## src/rtl/mem_principal_wb.sv

```systemverilog
// Backing main memory behind the cache: a small write-back FIFO plus a
// fixed-latency array port. Queued write-backs drain before any read starts.
module mem_principal_wb #(
  parameter int ADDR_W    = 4,
  parameter int DATA_W    = 8,
  parameter int LATENCY   = 3,
  parameter int WBQ_DEPTH = 2
) (
  input  logic              clock,
  input  logic              reset,
  input  logic              rd_req,
  input  logic [ADDR_W-1:0] rd_addr,
  output logic              rd_valid,
  output logic [DATA_W-1:0] rd_data,
  input  logic              wb_req,
  input  logic [ADDR_W-1:0] wb_addr,
  input  logic [DATA_W-1:0] wb_data,
  output logic              wb_ready,
  output logic              busy
);

  localparam int WORDS = 2 ** ADDR_W;
  localparam int CNT_W = $clog2(WBQ_DEPTH + 1);
  localparam int PTR_W = (WBQ_DEPTH > 1) ? $clog2(WBQ_DEPTH) : 1;
  localparam int LAT_W = (LATENCY > 1) ? $clog2(LATENCY) : 1;

  localparam logic [CNT_W-1:0] DEPTH    = CNT_W'(WBQ_DEPTH);
  localparam logic [PTR_W-1:0] LAST_PTR = PTR_W'(WBQ_DEPTH - 1);
  localparam logic [LAT_W-1:0] LAT_INIT = LAT_W'(LATENCY - 1);

  typedef enum logic [1:0] {
    IDLE  = 2'd0,
    WRITE = 2'd1,
    READ  = 2'd2
  } state_t;

  state_t            state;
  logic [LAT_W-1:0]  cnt;
  logic [ADDR_W-1:0] raddr;
  logic [DATA_W-1:0] mem [WORDS];

  logic [ADDR_W-1:0] q_addr [WBQ_DEPTH];
  logic [DATA_W-1:0] q_data [WBQ_DEPTH];
  logic [PTR_W-1:0]  head;
  logic [PTR_W-1:0]  tail;
  logic [CNT_W-1:0]  count;

  logic push;
  logic pop;

  function automatic logic [PTR_W-1:0] next_ptr(input logic [PTR_W-1:0] p);
    return (p == LAST_PTR) ? {PTR_W{1'b0}} : p + PTR_W'(1);
  endfunction

  // The head entry is popped only when its array write completes, so an
  // in-flight write still occupies a FIFO slot and holds off wb_ready.
  always_comb begin
    wb_ready = (count < DEPTH);
    push     = wb_req && wb_ready;
    pop      = (state == WRITE) && (cnt == {LAT_W{1'b0}});
  end

  // Write-back FIFO storage, pointers and occupancy.
  always_ff @(posedge clock) begin
    if (reset) begin
      head  <= {PTR_W{1'b0}};
      tail  <= {PTR_W{1'b0}};
      count <= {CNT_W{1'b0}};
    end else begin
      if (push) begin
        q_addr[tail] <= wb_addr;
        q_data[tail] <= wb_data;
        tail         <= next_ptr(tail);
      end else begin
        tail <= tail;
      end
      if (pop) begin
        head <= next_ptr(head);
      end else begin
        head <= head;
      end
      case ({push, pop})
        2'b10:   count <= count + CNT_W'(1);
        2'b01:   count <= count - CNT_W'(1);
        default: count <= count;
      endcase
    end
  end

  // Access FSM; also owns the array so reset can restore mem[i] = i.
  always_ff @(posedge clock) begin
    if (reset) begin
      state    <= IDLE;
      cnt      <= {LAT_W{1'b0}};
      raddr    <= {ADDR_W{1'b0}};
      rd_valid <= 1'b0;
      rd_data  <= {DATA_W{1'b0}};
      busy     <= 1'b0;
      for (int i = 0; i < WORDS; i++) begin
        mem[i] <= DATA_W'(i);
      end
    end else begin
      rd_valid <= 1'b0;
      case (state)
        IDLE: begin
          if (count != {CNT_W{1'b0}}) begin
            state <= WRITE;
            cnt   <= LAT_INIT;
            busy  <= 1'b1;
          end else if (rd_req) begin
            raddr <= rd_addr;
            state <= READ;
            cnt   <= LAT_INIT;
            busy  <= 1'b1;
          end else begin
            busy <= 1'b0;
          end
        end
        WRITE: begin
          if (cnt != {LAT_W{1'b0}}) begin
            cnt <= cnt - LAT_W'(1);
          end else begin
            mem[q_addr[head]] <= q_data[head];
            state             <= IDLE;
            busy              <= 1'b0;
          end
        end
        READ: begin
          if (cnt != {LAT_W{1'b0}}) begin
            cnt <= cnt - LAT_W'(1);
          end else begin
            rd_data  <= mem[raddr];
            rd_valid <= 1'b1;
            state    <= IDLE;
            busy     <= 1'b0;
          end
        end
        default: begin
          state <= IDLE;
          busy  <= 1'b0;
        end
      endcase
    end
  end

endmodule

```

## config.mk

```make
export PLATFORM = sky130hd
export DESIGN_NAME = mem_principal_wb
export DESIGN_NICKNAME = d
export VERILOG_FILES = /design/src/rtl/mem_principal_wb.sv
export SDC_FILE = /design/constraint.sdc
export NUM_CORES = 1
export LEC_CHECK = 0
export ABC_CLOCK_PERIOD_IN_PS = 2700
export BUFFER_PORTS_ARGS = -buffer_cell sky130_fd_sc_hd__clkbuf_2
export CAP_MARGIN = 25
export CORE_MARGIN = 5
export CORE_UTILIZATION = 60
export CTS_CLUSTER_SIZE = 20
export DETAILED_ROUTE_END_ITERATION = 16
export GPL_ROUTABILITY_DRIVEN = 0
export PLACE_DENSITY = 0.78
export SLEW_MARGIN = 5
export SYNTH_ARGS = -nofsm -noshare
export SYNTH_HDL_FRONTEND = slang
export SYNTH_SLANG_ARGS = --single-unit
```

## constraint.sdc

```tcl
create_clock -name clock -period 2.7 [get_ports clock]
set_input_delay 0.54 -clock clock [delete_from_list [all_inputs] [get_ports clock]]
set_output_delay 0.54 -clock clock [all_outputs]
set_load 0.005 [all_outputs]
```

=== Word-level counts from Yosys, hierarchy flattened ===
Memories as Yosys holds them, arrays and structs flattened. A register that Yosys moved wholly into a read port is not among the register bits.
Index checks and enable logic that the tools add are counted.

* Add/subtract/negate cells: 5
* Multiply operators: 0
* Divide/modulo/power cells: 0
* $lt $le $gt $ge: 1
* Equality and inequality tests: 7
* Shifts and indexed selects: 0
* Mux-type cells: 30
* Bitwise operators: 3
* Reductions and logical operators: 15

{| class="wikitable"
|+ Operator list
! operator !! count
|-
| 2-to-1 mux 1 bit || 19
|-
| case mux 2 bit (2 select lines) || 3
|-
| 2-to-1 mux 2 bit || 5
|-
| 2-to-1 mux 8 bit || 1
|-
| nonzero test 2 bit || 4
|-
| OR reduction 8 bit || 1
|-
| AND reduction 3 bit || 2
|-
| == test 2 x 1 -> 1 bit, second input constant || 2
|-
| == test 2 bit, second input constant || 2
|-
| logical NOT 2 bit || 2
|-
| 2-to-1 mux 4 bit || 1
|-
| AND reduction 2 bit || 2
|-
| OR reduction 2 bit || 2
|-
| subtractor 2 x 1 -> 2 bit, second input constant || 2
|-
| inequality test 3 bit, second input constant || 1
|-
| inverter 1 bit || 3
|-
| adder 1 bit, second input constant || 2
|-
| adder 2 x 1 -> 2 bit, second input constant || 1
|-
| logical AND 1 bit || 2
|-
| < comparator 2 bit, second input constant || 1
|-
| inequality test 2 x 1 -> 1 bit, second input constant || 1
|-
| inequality test 2 bit, second input constant || 1
|-
| case mux 1 bit (2 select lines) || 1
|}

* Register bits after elaboration: 14
* Bits in latches: 0
* RAM bits: 152
* ROM bits: 0
* Word-level logic and storage cells: 72
* Memories: 3

{| class="wikitable"
|+ Memories
! memory !! words !! width !! rd ports !! clocked after memory_dff !! write ports !! RTL line !! text
|-
| mem || 16 || 8 || 1 || 1 || 16 || 40 || <nowiki>logic [DATA_W-1:0] mem [WORDS];</nowiki>
|-
| q_data || 2 || 8 || 1 || 1 || 1 || 43 || <nowiki>logic [DATA_W-1:0] q_data [WBQ_DEPTH];</nowiki>
|-
| q_addr || 2 || 4 || 1 || 1 || 1 || 42 || <nowiki>logic [ADDR_W-1:0] q_addr [WBQ_DEPTH];</nowiki>
|}

=== Depth between registers and ports, before layout ===
* Depth after elaboration: 7
* Depth in mapped cells: 8

=== Worst setup path after synthesis ===
OpenSTA, ideal clock, no wires.

* Kind: in2reg
* Start: input reset
* End: memory q_addr[1][0], enable pin
* Library setup time: 399 ps
* Data arrival time: 1,869 ps
* Required time: 2,301 ps
* Setup slack: 432 ps
* Stages on the path: 3
* Buffers on the path: 2
* Cells stage by stage: clkbuf_1 -> clkbuf_1 -> nor3b_1

* Cells in the longest elaborated chain, start to end: 2

{| class="wikitable"
|+ Ends and longest elaborated chain
! item !! RTL line !! text
|-
| start: declaration || 10 || <nowiki>input logic reset,</nowiki>
|-
| 2-to-1 mux 1 bit || 65 || <nowiki>if (reset) begin</nowiki>
|-
| 2-to-1 mux 1 bit (not written as such) || 71 || <nowiki>q_addr[tail] <= wb_addr;</nowiki>
|-
| end: declaration || 42 ||
|}

No other way between the ends.

==> run_results.csv <==
group,metric,value,unit
yosys,yosys.area_share.simple,12.9,%
yosys,synth_top_family_by_area,"multiplexers",
power_and_ir_drop,p_seq_share,44.4,%
power_and_ir_drop,clockPowerShare,35.2,%
detailed_routing,drt_iter0_markers,521,
cts,root_buffer,"clkbuf_16",
timing,hold-worst-slack,0.305,ns
final_layout,final_nets,605,
grt,grt_first_pass_wirelength,25400,µm
floorplan,dieArea,15000,µm²
yosys,synth_area_leaders,"edfxtp_1 60%, dfxtp_1 6.1%, nor2_1 5.5%",
detailed_routing,wl,16400,µm
timing,finalCritPeriodShare,91.2,%
floorplan,core_region_area,12500,µm²
timing,report.final.slew_viol_count,0,
timing,relSlewSlack,58.0,%
yosys,synth_compound_area_share,3.83,%
yosys,synth-async-reset-ratio,0,%
critical_path,timing.critical_path.from_type,"flip-flop",
yosys,yosys.area.top_type,"edfxtp_1",
min_path,min-delay-start,"wb_data[4]",
placement,dpl.hpwl,11300,µm
yosys,ys_seq_elements,175,
cts,cts_setup_buffers,0,
yosys,synth_top_area_share,60.3,%
cts,cts_tree,"yes",
final_layout,diodes,0,
timing,finalClockSkew,0.00670,ns
timing,worstMarginPinSlew,0.629,ns
timing,fin_tns_setup,0,ns
cts,numCtsBuffers,17,
timing,layout_setup_ws,0.237,ns
power_and_ir_drop,intPower,5.35,mW
critical_path,rr_startpoint,"cnt[0]$_SDFFE_PP0P_",
final_layout,syn_to_final_growth,12.7,%
yosys,yosys_warnings,0,
placement,dpl_worst_slack,0.338,ns
yosys,synth_edf_count,152,
power_and_ir_drop,p_leak,2.95,nW
detailed_routing,firstDrtPassIters,5,
critical_path,crit_start,"cnt[0]$_SDFFE_PP0P_",
flow_run,max_cap_viol_count,0,
floorplan,fp.dieH,122,µm
critical_path,arrival,2.54,ns
critical_path,critical_path.endpoint_type,"flip-flop",
critical_path,r2r_setup_slack,0.24,ns
yosys,synthAdderAreaFrac,0.826,%
power_and_ir_drop,irDropWorstVdd,0.716,mV
critical_path,crit_fanout,8,
timing,rsz0062_at_grt,"false",
grt,antenna_found_initial,1,
yosys,synthMuxAreaShare,12.9,%
yosys,avgSynthCellArea,13.8,µm²
timing,setup_violations,0,
floorplan,io_pins,31,
status,outcome,"finished, final reports clean",
placement,io_buffers,30,
yosys,netlist_instances,547,
cts,clockBufferDepth,2,
yosys,syn_area,7570,µm²
grt,grt-ovfl-total,0,
timing,min_period,2.46,ns
critical_path,critPathKind,"flip-flop to flip-flop",
detailed_routing,vias_per_cell,6.09,
grt,track_usage,23.6,%
power_and_ir_drop,power.share.combinational,20.4,%
floorplan,initial_core_util,60.5,%
final_layout,stdcell_count,765,
cts,clkSlewWorstSetupHoldPaths,0.06,ns
timing,finalHoldViolCount,0,
power_and_ir_drop,cellPowerDensity,868,nW/µm²
timing,max_freq,406,MHz
min_path,min_path_type,"input pin to flip-flop",
final_layout,drive_above_1_share,18.2,%
power_and_ir_drop,power_switching,2.06,mW
cts,clock_latency,0.42,ns
yosys,synthFlopType,"edfxtp_1",
detailed_routing,drc,0,
cts,cts_sinks,175,
detailed_routing,via_count,4660,
yosys,synth_common_cells,"152 x edfxtp_1, 111 x nor2_1, 43 x nand2_1",
critical_path,critPathRequiredTime,2.77,ns
yosys,ys_types,43,
cts,h-tree-depth,4,
placement,placed_cells,733,
cts,hold_buffers,0,
power_and_ir_drop,netSwitchingFraction,27.8,%
cts,cts_resized,0,
grt,grt_pass1_vias,4628,
yosys,synth.most_common_cell,"edfxtp_1",
yosys,syn_nets,572,
detailed_routing,wl_per_cell,21.5,µm
floorplan,dieWidth,122,µm
detailed_routing,ant_nets,0,
grt,grt_max_degree,36,
yosys,ys_seq_area_share,66.4,%
yosys,yosys.area_share.xor_xnor,0.463,%
floorplan,rows,41,
==> layout by cell type, fill, tap and decap left out, drive strengths merged <==
master and count:
buf 17, nand2 43, nand2b 20, nand3 17, o311ai 1, or3 1, a32oi 1, mux2 9
a22oi 9, nor2b 4, and3b 2, xor2 3, edfxtp 152, clkinv 3, a21oi 7, a22o 2
ha 5, a221oi 8, a311oi 1, and3 4, clkinvlp 3, nor2 111, nor3b 1, mux2i 32
nand4 2, and2 6, inv 12, nor3 4, o21ai 8, o22ai 2, nand4bb 1, dfxtp 23
xnor2 1, a2bb2oi 1, clkbuf 49, bufinv 4, mux4 23, nand3b 1
==> state kept, by name, summed over array words and instances, names as in the netlist, named ones only <==
name      flops
mem         128
q_data       16
q_addr        8
rd_data       8
raddr         4
cnt           2
count         2
state         2
busy          1
head          1
rd_valid      1
tail          1
==> routing by layer <==
layer	share of wire, %	GRT usage, %	wire [µm]
met5	0.079	0	13
met4	3.1	10.1	505
met3	9.7	6.08	1590
met2	50	39.2	8190
met1	37	29.5	6140
==> stage by stage <==
step | area [µm²] | power [mW] | utilization (%)
finish | 8530 | 7.41 | 68.1
global route | 8530 | 7.68 | 68.1
CTS | 8530 | 7.41 | 68.1
floorplan | 7570 | 4.38 | -
global placement | 7890 | 4.78 | 63.1
detailed placement | 7890 | 4.84 | 63.1
==> power by group through the flow <==
stage | Sequential [mW] | Combinational (mW) | Clock, mW
floorplan | 3.27 | 1.11 | 0
global placement | 3.33 | 1.45 | 0
detailed placement | 3.35 | 1.49 | 0
CTS | 3.29 | 1.50 | 2.61
global route | 3.32 | 1.62 | 2.75
finish | 3.29 | 1.51 | 2.60
==> worst paths after layout <==
check                                                end  cells past startpoint
worst min-delay path              q_data[0][4]$_DFFE_PP_                      1
worst min register to register         busy$_SDFFE_PP0P_                      2
worst max register to register  mem[14][4]$_SDFFCE_PN0P_                      6
worst max-delay path            mem[14][4]$_SDFFCE_PN0P_                      6
==> kinds of logic after synthesis <==
kind of cell / count (synthesis)
buf+inv: 42
simple gates: 217
flops: 175
fa+ha+maj: 5
xor+xnor: 4
mux: 64
compound gates: 40
==> critical path, cell delays in order (launching register included) <==
cell and delay (ns):
dfxtp_1 0.31, inv_1 0.07, ha_1 0.30, nand3b_1 0.24, nor3_2 0.48, nand2_1 0.29, nand2b_1 0.41
==> layout make-up <==
class                           count  area [µm²]
Sequential cell                   175        5030
Fill cell                         867        3990
Multi-Input combinational cell    330        2340
Clock buffer                       19         453
Timing Repair Buffer               47         278
Tap cell                          172         215
Clock inverter                     13         184
Inverter                            9        33.8
No activity file was read; power rests on OpenSTA's default activity.
